File: src/rtl/alu_share_arbiter.sv
// alu_share_arbiter: shares one combinational 32-bit ALU between two requesters.
// Round-robin grant, one operation in flight, registered operands and results.
// Optional build macro ALU_ZERO_FLAG_EN adds rsp0_zero/rsp1_zero result flags.
//
// Handshake rule for every channel here: a transfer happens on a rising clk edge
// where valid and ready are both high; valid never waits for ready, and the
// sender keeps its payload stable while valid is high and ready is low.
module alu_share_arbiter #(
    parameter int WIDTH = 32,
    parameter int OP_W  = 3
) (
    input  logic             clk,
    input  logic             rst_n,
    input  logic             req0_valid,
    output logic             req0_ready,
    input  logic [WIDTH-1:0] req0_a,
    input  logic [WIDTH-1:0] req0_b,
    input  logic [OP_W-1:0]  req0_f,
    output logic             rsp0_valid,
    input  logic             rsp0_ready,
    output logic [WIDTH-1:0] rsp0_r,
    output logic             rsp0_cout,
`ifdef ALU_ZERO_FLAG_EN
    output logic             rsp0_zero,
    output logic             rsp1_zero,
`endif
    input  logic             req1_valid,
    output logic             req1_ready,
    input  logic [WIDTH-1:0] req1_a,
    input  logic [WIDTH-1:0] req1_b,
    input  logic [OP_W-1:0]  req1_f,
    output logic             rsp1_valid,
    input  logic             rsp1_ready,
    output logic [WIDTH-1:0] rsp1_r,
    output logic             rsp1_cout,
    output logic [WIDTH-1:0] alu_a,
    output logic [WIDTH-1:0] alu_b,
    output logic [OP_W-1:0]  alu_f,
    input  logic [WIDTH-1:0] alu_r,
    input  logic             alu_cout,
    output logic [1:0]       dbg_state
);

    typedef enum logic [1:0] {
        S_IDLE = 2'd0,
        S_EXEC = 2'd1,
        S_RESP = 2'd2
    } state_t;

    state_t           state_q;
    state_t           state_d;
    logic             prio_q;     // requester that wins a tie
    logic             gnt_q;      // requester owning the in-flight operation
    logic [WIDTH-1:0] op_a_q;
    logic [WIDTH-1:0] op_b_q;
    logic [OP_W-1:0]  op_f_q;
    logic [WIDTH-1:0] res0_r_q;
    logic [WIDTH-1:0] res1_r_q;
    logic             res0_cout_q;
    logic             res1_cout_q;
`ifdef ALU_ZERO_FLAG_EN
    logic             res0_zero_q;
    logic             res1_zero_q;
`endif

    logic any_req;
    logic sel;
    logic rsp_hs;

    // Grant choice: a lone requester wins, a tie goes to the priority pointer
    assign any_req = req0_valid | req1_valid;
    assign sel     = (req0_valid & req1_valid) ? prio_q : req1_valid;
    assign rsp_hs  = (state_q == S_RESP) & (gnt_q ? rsp1_ready : rsp0_ready);

    // State register
    always_ff @(posedge clk or negedge rst_n) begin
        if (!rst_n) state_q <= S_IDLE;
        else        state_q <= state_d;
    end

    // Next-state logic: IDLE -> EXEC -> RESP -> IDLE
    always_comb begin
        state_d = state_q;
        case (state_q)
            S_IDLE:  if (any_req) state_d = S_EXEC;
            S_EXEC:  state_d = S_RESP;
            S_RESP:  if (rsp_hs) state_d = S_IDLE;
            default: state_d = S_IDLE;
        endcase
    end

    // Output decode: ready only in IDLE for the chosen requester, valid only in RESP for the owner
    always_comb begin
        req0_ready = 1'b0;
        req1_ready = 1'b0;
        rsp0_valid = 1'b0;
        rsp1_valid = 1'b0;
        if (rst_n && state_q == S_IDLE && any_req) begin
            req0_ready = ~sel;
            req1_ready = sel;
        end
        if (state_q == S_RESP) begin
            rsp0_valid = ~gnt_q;
            rsp1_valid = gnt_q;
        end
    end

    // Operand latch on accept, result capture at end of EXEC, pointer flip on response
    always_ff @(posedge clk or negedge rst_n) begin
        if (!rst_n) begin
            prio_q      <= 1'b0;
            gnt_q       <= 1'b0;
            op_a_q      <= '0;
            op_b_q      <= '0;
            op_f_q      <= '0;
            res0_r_q    <= '0;
            res1_r_q    <= '0;
            res0_cout_q <= 1'b0;
            res1_cout_q <= 1'b0;
`ifdef ALU_ZERO_FLAG_EN
            res0_zero_q <= 1'b0;
            res1_zero_q <= 1'b0;
`endif
        end else begin
            case (state_q)
                S_IDLE: begin
                    if (any_req) begin
                        gnt_q  <= sel;
                        op_a_q <= sel ? req1_a : req0_a;
                        op_b_q <= sel ? req1_b : req0_b;
                        op_f_q <= sel ? req1_f : req0_f;
                    end
                end
                S_EXEC: begin
                    if (gnt_q) begin
                        res1_r_q    <= alu_r;
                        res1_cout_q <= alu_cout;
`ifdef ALU_ZERO_FLAG_EN
                        res1_zero_q <= (alu_r == '0);
`endif
                    end else begin
                        res0_r_q    <= alu_r;
                        res0_cout_q <= alu_cout;
`ifdef ALU_ZERO_FLAG_EN
                        res0_zero_q <= (alu_r == '0);
`endif
                    end
                end
                S_RESP: begin
                    if (rsp_hs) prio_q <= ~gnt_q;
                end
                default: ;
            endcase
        end
    end

    assign alu_a     = op_a_q;
    assign alu_b     = op_b_q;
    assign alu_f     = op_f_q;
    assign rsp0_r    = res0_r_q;
    assign rsp0_cout = res0_cout_q;
    assign rsp1_r    = res1_r_q;
    assign rsp1_cout = res1_cout_q;
`ifdef ALU_ZERO_FLAG_EN
    assign rsp0_zero = res0_zero_q;
    assign rsp1_zero = res1_zero_q;
`endif
    assign dbg_state = state_q;

endmodule

File: config.mk
export PLATFORM = sky130hd
export DESIGN_NAME = alu_share_arbiter
export DESIGN_NICKNAME = d
export VERILOG_FILES = /design/src/rtl/alu_share_arbiter.sv
export SDC_FILE = /design/constraint.sdc
export NUM_CORES = 1
export LEC_CHECK = 0
export BUFFER_PORTS_ARGS = -buffer_cell sky130_fd_sc_hd__buf_2
export CAP_MARGIN = 0
export CORE_AREA = 2 2 126 128
export CTS_CLUSTER_SIZE = 8
export DETAILED_ROUTE_END_ITERATION = 12
export DIE_AREA = 0 0 128 130
export GPL_TIMING_DRIVEN = 0
export HOLD_SLACK_MARGIN = 0.03
export PLACE_DENSITY = 0.71
export REMOVE_ABC_BUFFERS = 1
export SETUP_SLACK_MARGIN = 0.2
export SKIP_LAST_GASP = 1
export SYNTH_ARGS = -nofsm -noshare
export SYNTH_HDL_FRONTEND = slang
export SYNTH_SLANG_ARGS = --single-unit
File: constraint.sdc
create_clock -name clk -period 1.3 [get_ports clk]
set_input_delay 0.26 -clock clk [delete_from_list [all_inputs] [get_ports clk]]
set_output_delay 0.26 -clock clk [all_outputs]
set_load 0.005 [all_outputs]
Word level (Yosys, flattened, before mapping)
Cells that the tools add are included.

Register bits: 137. Latch bits: 0. RAM bits: 0. Memory bits (read-only): 0. Output and inout bits: 139. Memories: 0.

Add/sub/neg operators: 0. Multipliers: 0. Div/mod/pow operators: 0. Magnitude comparators: 0. Equality and inequality tests: 4. Shift operators: 0. Muxes and demuxes: 12. Bitwise operators: 5. Reduce and logical (&&, ||, !) cells: 8.

Operators with widths (count): 2-to-1 mux 32 bit (2); AND reduction 2 bit (5); 2-to-1 mux 1 bit (6); case mux 2 bit (3 select lines) (1); 2-to-1 mux 2 bit (2); inequality test 2 bit (second input constant) (2); 2-to-1 mux 3 bit (1); bitwise AND 1 bit (2); equality test 2 x 1 -> 1 bit (second input constant) (1); equality test 2 bit (second input constant) (1); logical AND 1 bit (2); zero test 2 bit (1); NOT 1 bit (2); bitwise OR 1 bit (1).

Longest topological paths before layout
Gate-level depths: netlist of the first run.

Depth after elaboration: 4. Mapped depth: 7.

Worst setup path after synthesis of the first run
No wires, ideal clock.

Path kind: register to output. Start: register state_q[1], in the netlist dbg_state[1]. End: output req0_ready. Data arrival time: 1201 ps. Required time: 1040 ps. Path slack: -161 ps. Stages on the path, launching flop included: 5. Buffers on the path: 1. Cells stage by stage: dfrtp_1 or2_4 nor2_4 buf_2 and3_1.

Word-level cells in the longest chain between the ends: 4.

Ends and longest elaborated chain: start: declaration (RTL line 50) `state_t state_q;`; start signal: assignment (RTL line 78) `else state_q <= state_d;`; zero test 2 bit (RTL line 98) `if (rst_n && state_q == S_IDLE && any_req) begin`; logical AND 1 bit (2 in a row) (RTL line 98); 2-to-1 mux 1 bit (RTL line 98); end: declaration (RTL line 15) `output logic req0_ready,`.

Every way passes these cells.

Worst setup path after layout of the first run
Ends and elaborated chain as after synthesis.

==> results by group, run 1 <==
Outcome
  – Status: finished with violations
  – Violated checks: hold timing, setup timing

Timing
  – Worst Tran Pin Value: 0.636 ns
  – Pins over their slew limit: 0
  – Setup tns final: -41.47 ns
  – Fin Hold WS: -0.188 ns
  – Final setup viols: 141
  – Final period util: 137%
  – FMAX: 0.563 GHz
  – Setup WS post-layout: -0.476 ns
  – Final hold violations: 58
  – Clock skew: 0.00833 ns
  – RSZ-0062 raised after global routing: true
  – Max transition margin: 57.6%
  – Crit path time final: 1.78 ns

Clocking
  – H-Tree Depth: 4
  – CTS root buffer: clkbuf_16
  – Reg clk slew, reported paths: 0.07 ns
  – Num CTS Buffers: 17
  – Worst-Skew Late Latency: 0.41 ns
  – CTS sink cnt: 137
  – TritonCTS clock tree: done
  – Longest Clk Path Bufs: 2

Logic synthesis
  – Synth warn: 0
  – Distinct cells, synth: 26
  – Sequential fraction of the synthesis area: 55.7%
  – Ys flop type: dfrtp_1
  – Post-synth ARST share: 100%
  – FF+latch count, synth: 137
  – Syn Std Cell Area: 6160 sq um
  – Syn Area/Cell: 11.0 sq um
  – EDFF count, synth: 0
  – Mapped Cells: 558

Finish
  – Share of cells above drive strength 1: 62.3%
  – Fillers: 1207
  – Commonest non-fill, non-tap cell in the layout: buf_2
  – Post-route cell area: 10200 sq um
  – Most frequent cells in the layout: buf_2, dfrtp_1, nand3_1, a31oi_1, buf_4
  – Final Net Count: 1136
  – Synth-to-layout area growth: 65.4%

Place
  – Placed cell areas: 7780 sq um
  – Port Buffers: 311
  – Placer Congestion: 0.763
  – Post-DP HPWL: 12500 um
  – DP Worst Slack: -1.68 ns

Power
  – PwrDens: 2650 nW/um^2
  – P_leak: 0.00478 uW
  – Maximum vdd ir drop: 1.20 mV
  – Final Power: 27000 uW

Floorplanning
  – Core area: 15400 sq um
  – # rows: 46
  – Die Wd: 128 um
  – Starting Density: 39.9%
  – Vert. Die Dim: 130 um
  – Die area: 16600 sq um
  – Num ports: 312

Critical path
  – Nature of the critical path endpoint: output port
  – Critical Path RT: 1.04 ns
  – Crit-path max cell delay: 0.43 ns
  – Cell Chain, Critical Path: or2_4 > nor2_4 > and3_1 > buf_2
  – Crit path max-delay family: simple AND/OR/NAND/NOR gates
  – Worst Setup Path Type: flip-flop to output port
  – Worst Path Buf+Inv: 1
  – Worst reg2reg path depth: 7
  – Stages on worst setup path: 4
  – Crit path launch type: flip-flop
  – Cell at the slowest stage of the critical path: dfrtp_2
  – WP data arrival: 1.52 ns
  – Worst Path Max Fanout: 3

Detailed routing
  – Routed Antenna Nets: 0
  – 1st-iter DRT viols: 316
  – Post-Route WL: 25300 um
  – Via Count: 6478
  – Via density per instance: 5.54
  – DR pass1 iterations: 5
  – DRC: 0
  – Drt wl/cell: 21.6 um

Job
  – Max-cap violation count: 0

Hold path
  – Worst Hold Class: input port to asynchronous set/reset pin

Global route
  – First-pass GRT wire length: 34100 um
  – Vias in the first global route: 6050
  – Gr usage total: 27.1%
  – Pin count of the biggest net entering global routing: 80
  – GR Overflow Total: 0
  – Antenna violations before repair: 2
-- path summary, 6_finish.rpt --
check	to	slack [ns]	start
setup / recovery	req0_ready	-0.48	dbg_state[1]$_DFFE_PN0P_
hold / removal	alu_a[29]$_DFFE_PN0P_	-0.19	rst_n
setup reg to reg	rsp1_r[1]$_DFFE_PN0P_	-0.47	dbg_state[1]$_DFFE_PN0P_
hold reg to reg	rsp0_r[7]$_DFFE_PN0P_	0.50	rsp0_r[7]$_DFFE_PN0P_
max in group asynchronous	rsp0_r[8]$_DFFE_PN0P_	0.69	rst_n
min in group clk	rsp1_r[15]$_DFFE_PN0P_	0.09	alu_r[15]
-- sequential cells by signal, indices dropped and copies added (netlist names), 2 cells and up --
name       cells
alu_a         32
alu_b         32
rsp0_r        32
rsp1_r        32
alu_f          3
dbg_state      2
-- worst reg2reg max path: stages, from the launching register on --
cell,delay [ns]
dfrtp_2,0.43
buf_6,0.13
buf_6,0.13
nand3b_1,0.23
buf_8,0.20
buf_12,0.13
buf_16,0.13
mux2_2,0.27
-- what timing repair did --
item / 4_1_cts / 5_1_grt
resized for setup: 45 / 84
endpoints found under the hold margin: 58 / 58
gates cloned: 14 / 9
pin swaps: 11 / 12
setup buffers: 55 / 50
endpoints found under the setup margin: 274 / 276
-- cells by family after synthesis --
logic type | after synthesis | synth area share, %
compound gates | 208 | 19.5
buf+inv | 63 | 5.49
flops | 137 | 55.7
mux | 66 | 12.1
simple gates | 84 | 7.25
-- power by group --
group	internal [uW]	total [uW]	leakage, uW	switching (uW)
Sequential	6490	7740	0.00157	1260
Combinational	8050	14100	0.00291	6100
Clock	3080	5090	0.000297	2010
-- layout make-up --
type,count,area (sq um),share of cell area (%)
clock buffers,18,429,4.22
flip-flops and latches,137,3430,33.7
repair buffers,435,3120,30.7
clock inverters,14,185,1.82
well taps,192,240,2.36
multi-input cells,368,2750,27.0
inverters,4,20.0,0.197
diodes,2,5.00,0.0492
-- metrics by stage --
stage          util, %  instances
2_1_floorplan        -        499
3_3_place_gp      49.5       1002
3_5_place_dp      50.4       1008
4_1_cts           60.5       1109
5_1_grt           66.0       1169
6_report          66.0       1170
-- layer usage --
layer | GRT usage [%] | vias to the layer above | share of wire, %
li1 | - | 2897 | -
met2 | 48.0 | 359 | 52
met3 | 7.18 | 38 | 8.0
met5 | 0 | - | 0
met4 | 9.24 | 0 | 2.0
met1 | 32.1 | 3184 | 38
-- cell usage after synthesis (4+ instances only) --
master	count	area [sq um]
dfrtp_1	137	3430
a31oi_1	68	425
o21ai_0	68	340
nand3_1	67	335
mux2_2	64	721
a21oi_1	48	240
clkbuf_1	28	105
a21oi_2	20	175
buf_2	15	75.1
buf_4	10	75.1
buf_6	6	67.6
o21ai_1	4	20.0
Power figures use the tool's default switching activity.
==> inputs of run 2 (changes only) <==
- ABC_AREA: default -> 1
- CORE_AREA: 2 2 126 128 -> 2 2 127 129
- DIE_AREA: 0 0 128 130 -> 0 0 129 131
- PLACE_DENSITY: 0.71 -> 0.72
==> run 2 against run 1 <==
The flow still finishes with violations (hold timing, setup timing). Clock power increased by 2%. First-iteration DRC count is 39% higher. Worst setup slack worse by 0.16 ns. Count of clock-buffer cells in the layout decreased by 1. Synthesized cell count increased by 53%. Worst hold slack lost 0.10 ns.
==> results by group, run 2 <==
Outcome
  – Status: finished with violations (unchanged)
  – Violated checks: hold timing, setup timing (unchanged)

Power
  – Maximum vdd ir drop: 1.18 mV (was 1.20 mV)
  – PwrDens: 2490 nW/um^2 (was 2650 nW/um^2)
  – P_leak: 0.00673 uW (was 0.00478 uW)

Global route
  – First-pass GRT wire length: 36000 um (was 34100 um)
  – GR Overflow Total: 0 (unchanged)
  – Pin count of the biggest net entering global routing: 73 (was 80)
  – Gr usage total: 28.2% (was 27.1%)
  – Met3 Usage GRT: 7.74% (was 7.18%)
  – GR peak layer: met2 (unchanged)
  – Met2 global-route usage: 48.1% (was 48.0%)
  – Antenna violations before repair: 6 (was 2)
  – Met1 GRT Util: 33.6% (was 32.1%)
  – Vias in the first global route: 6675 (was 6050)

Timing
  – Final period util: 149% (was 137%)
  – Worst Tran Pin Value: 0.578 ns (was 0.636 ns)
  – Final hold violations: 66 (was 58)
  – RSZ-0062 raised after global routing: true (unchanged)
  – Setup tns final: -51.53 ns (was -41.47 ns)
  – FMAX: 0.516 GHz (was 0.563 GHz)
  – Max transition margin: 61.5% (was 57.6%)
  – Setup WS post-layout: -0.640 ns (was -0.476 ns)
  – Clock skew: 0.00708 ns (was 0.00833 ns)
  – Final setup viols: 136 (was 141)
  – Pins over their slew limit: 0 (unchanged)
  – Fin Hold WS: -0.288 ns (was -0.188 ns)
  – Crit path time final: 1.94 ns (was 1.78 ns)

Critical path
  – Most frequent CP cell: nand2_8
  – WP data arrival: 1.68 ns (was 1.52 ns)
  – Critical Path RT: 1.04 ns (about the same)
  – Nature of the critical path endpoint: output port (unchanged)
  – Cell Chain, Critical Path: clkinvlp_4 > nand2_8 > nand2_8 > buf_16 > inv_4 > nand2_4 > nor2_2 > buf_2 (was or2_4 > nor2_4 > and3_1 > buf_2)
  – Crit path launch type: flip-flop (unchanged)
  – Crit-path max cell delay: 0.43 ns (about the same)
  – Worst Setup Path Type: flip-flop to output port (unchanged)
  – Cell at the slowest stage of the critical path: dfrtp_1 (was dfrtp_2)
  – Worst Path Max Fanout: 2 (was 3)

Logic synthesis
  – Distinct cells, synth: 15 (was 26)
  – Synth warn: 0 (unchanged)
  – Count leader, synth: nand2_1 (was dfrtp_1)
  – Ys flop type: dfrtp_1 (unchanged)
  – Area leader, netlist: dfrtp_1 (unchanged)
  – Synth top area share: 53.3% (was 55.7%)
  – Syn Std Cell Area: 6440 sq um (was 6160 sq um)
  – Sequential fraction of the synthesis area: 53.3% (was 55.7%)
  – FF+latch count, synth: 137 (unchanged)
  – Post-synth ARST share: 100% (unchanged)
  – Top cells by count, synth: nand2_1, inv_1, dfrtp_1, nand3_1, o21ai_0 (was dfrtp_1, a31oi_1, o21ai_0, nand3_1, mux2_2)
  – Mapped Cells: 851 (was 558)
  – Syn Area/Cell: 7.56 sq um (was 11.0 sq um)
  – Synth area leaders: dfrtp_1, nand2_1, nand3_1, inv_1, o21ai_0 (was dfrtp_1, mux2_2, a31oi_1, o21ai_0, nand3_1)
  – EDFF count, synth: 0 (unchanged)

Floorplanning
  – Die area: 16900 sq um (was 16600 sq um)
  – Vert. Die Dim: 131 um (was 130 um)
  – Num ports: 312 (unchanged)
  – Starting Density: 41.3% (was 39.9%)
  – Core area: 15600 sq um (was 15400 sq um)
  – # rows: 46 (unchanged)
  – Die Wd: 129 um (was 128 um)

Finish
  – Final Net Count: 1459 (was 1136)
  – Share of cells above drive strength 1: 52.3% (was 62.3%)
  – Most frequent cells in the layout: buf_2, nand2_1, inv_1 (was buf_2, dfrtp_1, nand3_1, a31oi_1, buf_4)
  – Final core occ: 75.3% (was 66.0%)
  – Synth-to-layout area growth: 82.5% (was 65.4%)
  – Commonest non-fill, non-tap cell in the layout: buf_2 (unchanged)

Place
  – Placer Congestion: 0.787 (was 0.763)
  – Port Buffers: 311 (unchanged)
  – Post-DP HPWL: 13000 um (was 12500 um)

Clocking
  – CTS sink cnt: 137 (unchanged)
  – TritonCTS clock tree: done (unchanged)
  – Longest Clk Path Bufs: 2 (unchanged)
  – Num CTS Buffers: 17 (unchanged)
  – H-Tree Depth: 4 (unchanged)
  – CTS root buffer: clkbuf_16 (unchanged)
  – Reg clk slew, reported paths: 0.07 ns (about the same)
  – Worst-Skew Late Latency: 0.42 ns (was 0.41 ns)

Detailed routing
  – Via density per instance: 5.08 (was 5.54)
  – Post-Route WL: 30300 um (was 25300 um)
  – Routed Antenna Nets: 0 (unchanged)
  – DR pass1 iterations: 6 (was 5)
  – 1st-iter DRT viols: 438 (was 316)
  – Via Count: 7714 (was 6478)
  – DRC: 0 (unchanged)
  – Drt wl/cell: 19.9 um (was 21.6 um)

Job
  – Max-cap violation count: 0 (unchanged)

Hold path
  – Worst Hold Class: input port to asynchronous set/reset pin (unchanged)
[run 2: changes by cell type in the layout (fill, tap and decap cells not counted), sizes merged, moves of 66 or more]
cell   previous run  this run
a21oi            68         0
a31oi            68         0
inv              12       180
mux2             66         0
nand2             1       280
nand3            67       138
[run 2: cell families after synthesis]
group	Yosys count	synth area share (%)
flip-flops	137	53.3
buffers and inverters	225	14.1
AO/OA/AOI/OAI	69	5.36
AND/OR/NAND/NOR	420	27.3
[run 2: final timing paths]
| check | startpoint | end | slack (ns) | depth (start not counted) |
|---|---|---|---|---|
| setup / recovery | prio_q$_DFFE_PN0P_ | req1_ready | -0.64 | 8 |
| hold / removal | rst_n | rsp0_r[12]$_DFFE_PN0P_ | -0.29 | 1 |
| setup reg to reg | prio_q$_DFFE_PN0P_ | alu_f[1]$_DFFE_PN0P_ | -0.56 | 11 |
| hold reg to reg | alu_a[1]$_DFFE_PN0P_ | alu_a[1]$_DFFE_PN0P_ | 0.47 | 2 |
| max in group asynchronous | rst_n | gnt_q$_DFFE_PN0P_ | 0.84 | 2 |
| min in group clk | alu_r[12] | rsp1_r[12]$_DFFE_PN0P_ | 0.11 | 3 |
[run 2: area by class of cell]
cell class / instances / area (sq um)
Fill cell: 1059 / 3850
Timing Repair Buffer: 461 / 3680
Sequential cell: 137 / 3430
Multi-Input combinational cell: 494 / 3070
Inverter: 175 / 676
Clock buffer: 17 / 425
Tap cell: 216 / 270
Clock inverter: 15 / 190
Antenna cell: 4 / 10.0
[run 2: timing repair]
action | in CTS | in global routing
endpoints found under the setup margin | 274 | 276
buffers inserted | 39 | 73
pin swaps | 84 | 60
endpoints found under the hold margin | 66 | 66
gates resized for setup | 128 | 253
gates cloned | 23 | 13
[run 2: worst max-delay path, delay by kind of cell, from the launching register on]
family,cells,cell delay [ns]
buffers and inverters,4,0.53
flip-flops,1,0.43
AND/OR/NAND/NOR,4,0.30
[run 2: per-layer routing]
metal / share of wire [%] / wire length, um
met4: 5.1 / 1530
met5: 0.083 / 25
met2: 50 / 15100
met1: 36 / 10900
met3: 8.9 / 2680
[run 2: where the power goes]
group          leakage [uW]  internal [uW]  switching [uW]
clock              0.000305           3070            2120
sequential          0.00167           6440            1500
combinational       0.00476           8200            7950
[run 2: through the flow]
stage | std cells | power, uW | setup slack (ns) | area [sq um] | hold WS [ns]
final | 1519 | 29300 | -0.640 | 11800 | -0.288
after detailed placement | 1335 | 15300 | -2.09 | 8190 | 0.309
after floorplan | 801 | 11200 | -2.12 | 6190 | -0.0356
after CTS | 1429 | 24000 | -0.619 | 10200 | -0.137
after global placement | 1328 | 14800 | -4.39 | 8020 | 0.458
after global routing | 1519 | 30600 | -0.724 | 11800 | -0.255
==> inputs of run 3 (changes only) <==
==> constraint.sdc (replaced) <==
create_clock -name clk -period 1.3 [get_ports clk]
set_input_delay 0.195 -clock clk [delete_from_list [all_inputs] [get_ports clk]]
set_output_delay 0.195 -clock clk [all_outputs]
set_load 0.1 [all_outputs]
==> run 3 against run 2 <==
The flow still finishes with violations (hold timing, setup timing). Core utilization grew 14 points. First-iteration DRC count grew 100%. Routed wire length grew 26%. Die area is the same. Register-to-register slack lost 0.19 ns. Worst setup slack lost 0.14 ns. Critical path depth grew 1.
==> results by group, run 3 (same netlist as run 2, synthesis figures left out) <==
Clocking
  – Longest Clk Path Bufs: 2 (unchanged)
  – H-Tree Depth: 4 (unchanged)
  – CTS root buffer: clkbuf_16 (unchanged)
  – Num CTS Buffers: 17 (unchanged)
  – Cts hold-fix bufs: 2
  – TritonCTS clock tree: done (unchanged)
  – Worst-Skew Late Latency: 0.42 ns (about the same)
  – CTS sink cnt: 137 (unchanged)
  – Reg clk slew, reported paths: 0.07 ns (about the same)

Global route
  – Pin count of the biggest net entering global routing: 73 (unchanged)
  – Antenna violations before repair: 5 (was 6)
  – Vias in the first global route: 7739 (was 6675)
  – First-pass GRT wire length: 42900 um (was 36000 um)
  – GR Overflow Total: 0 (unchanged)
  – Gr usage total: 33.7% (was 28.2%)

Outcome
  – Violated checks: hold timing, setup timing (unchanged)
  – Status: finished with violations (unchanged)

Place
  – Placer Congestion: 0.787 (unchanged)
  – Port Buffers: 311 (unchanged)
  – DP Worst Slack: -2.28 ns (was -2.09 ns)
  – Post-DP HPWL: 13000 um (unchanged)
  – Placed cell areas: 8190 sq um (unchanged)

Hold path
  – Worst Hold Class: input port to asynchronous set/reset pin (unchanged)

Timing
  – Fin Hold WS: -0.348 ns (was -0.288 ns)
  – Final setup viols: 146 (was 136)
  – Final period util: 160% (was 149%)
  – Final hold violations: 66 (unchanged)
  – Pins over their slew limit: 0 (unchanged)
  – Worst Tran Pin Value: 0.646 ns (was 0.578 ns)
  – RSZ-0062 raised after global routing: true (unchanged)
  – Clock skew: 0.0122 ns (was 0.00708 ns)
  – Setup WS post-layout: -0.779 ns (was -0.640 ns)
  – FMAX: 0.481 GHz (was 0.516 GHz)
  – Crit path time final: 2.08 ns (was 1.94 ns)
  – Max transition margin: 56.9% (was 61.5%)

Critical path
  – Nature of the critical path endpoint: output port (unchanged)
  – Crit path launch type: flip-flop (unchanged)
  – Worst reg2reg path depth: 14 (was 11)
  – Reg2reg start: dbg_state[1]$_DFFE_PN0P_ (was prio_q$_DFFE_PN0P_)
  – Reg2reg end: alu_a[27]$_DFFE_PN0P_ (was alu_f[1]$_DFFE_PN0P_)
  – Critical Path RT: 1.11 ns (was 1.04 ns)
  – Worst Setup Path Type: flip-flop to output port (unchanged)
  – Flop2flop setup slack: -0.75 ns (was -0.56 ns)
  – Worst Path Max Fanout: 5 (was 2)
  – WP data arrival: 1.88 ns (was 1.68 ns)

Floorplanning
  – Core area: 15600 sq um (unchanged)
  – Starting Density: 41.3% (unchanged)
  – Num ports: 312 (unchanged)
  – Vert. Die Dim: 131 um (unchanged)
  – Die Wd: 129 um (unchanged)
  – Die area: 16900 sq um (unchanged)
  – # rows: 46 (unchanged)

Detailed routing
  – DR pass1 iterations: 5 (was 6)
  – Via density per instance: 5.54 (was 5.08)
  – Routed Antenna Nets: 0 (unchanged)
  – Post-Route WL: 38200 um (was 30300 um)
  – WL met1: 13200 um (was 10900 um)
  – Met3 wire len: 4690 um (was 2680 um)
  – Highest Signal Layer: met5 (unchanged)
  – 1st-iter DRT viols: 880 (was 438)
  – DRC: 0 (unchanged)
  – Via Count: 8516 (was 7714)
  – Drt wl/cell: 24.9 um (was 19.9 um)
  – Routed length on met2: 17700 um (was 15100 um)

Finish
  – Post-route cell area: 13900 sq um (was 11800 sq um)
  – Most frequent cells in the layout: nand2_1, buf_2, inv_1 (was buf_2, nand2_1, inv_1)
  – Final Net Count: 1474 (was 1459)
  – Commonest non-fill, non-tap cell in the layout: nand2_1 (was buf_2)
  – Final core occ: 89.1% (was 75.3%)
  – Share of cells above drive strength 1: 54.6% (was 52.3%)
  – Fillers: 606 (was 1059)
  – Synth-to-layout area growth: 116% (was 82.5%)

Job
  – Max-cap violation count: 0 (unchanged)
run 3: final cells by class:
cell class | count | area (sq um) | area share [%]
diodes | 6 | 15.0 | 0.108
clock buffers | 17 | 425 | 3.06
clock inverters | 15 | 190 | 1.37
inverters | 175 | 702 | 5.05
multi-input cells | 493 | 3090 | 22.3
flip-flops and latches | 137 | 3460 | 24.9
well taps | 216 | 270 | 1.95
repair buffers | 475 | 5710 | 41.1
repair inverters | 2 | 22.5 | 0.162
run 3: what timing repair did:
action | in CTS | in global routing
gates resized for setup | 633 | 317
setup endpoints to repair | 274 | 275
pin swaps | 74 | 44
gates cloned | 16 | 18
endpoints found under the hold margin | 68 | 66
setup buffers | 46 | 81
run 3: routing by layer:
layer  vias up  global-route usage (%)
met5         -                       0
met1      4076                    37.1
li1       3484                       -
met4         2                    18.7
met3       220                    11.0
met2       734                    57.7
run 3: how the worst max path moves through the flow:
stage	from	endpoint	slack (ns)	depth (start not counted)
after floorplan	prio_q$_DFFE_PN0P_	req0_ready	-3.84	5
after global placement	prio_q$_DFFE_PN0P_	req1_ready	-4.64	7
after detailed placement	req1_valid	req0_ready	-2.28	6
after CTS	prio_q$_DFFE_PN0P_	req1_ready	-0.66	8
after global routing	dbg_state[1]$_DFFE_PN0P_	req1_ready	-0.82	9
final	dbg_state[1]$_DFFE_PN0P_	req1_ready	-0.78	9
run 3: critical path: stages (launching register included):
cell and delay [ns]:
dfrtp_1 0.43, inv_2 0.10, nand2_2 0.07, nor2_4 0.12
buf_12 0.16, buf_8 0.12, buf_16 0.11, nand2_8 0.05
nor2_4 0.11, buf_12 0.18
run 3: stage by stage:
step | cells | TNS [ns]
final | 1536 | -66.43
after global routing | 1533 | -68.73
after CTS | 1431 | -28.96
after detailed placement | 1335 | -126.37
after global placement | 1328 | -642.89
after floorplan | 801 | -230.93
Power of run 3 is not shown: default switching activity piles up to over one toggle a cycle in this logic, so the estimate is an artifact.
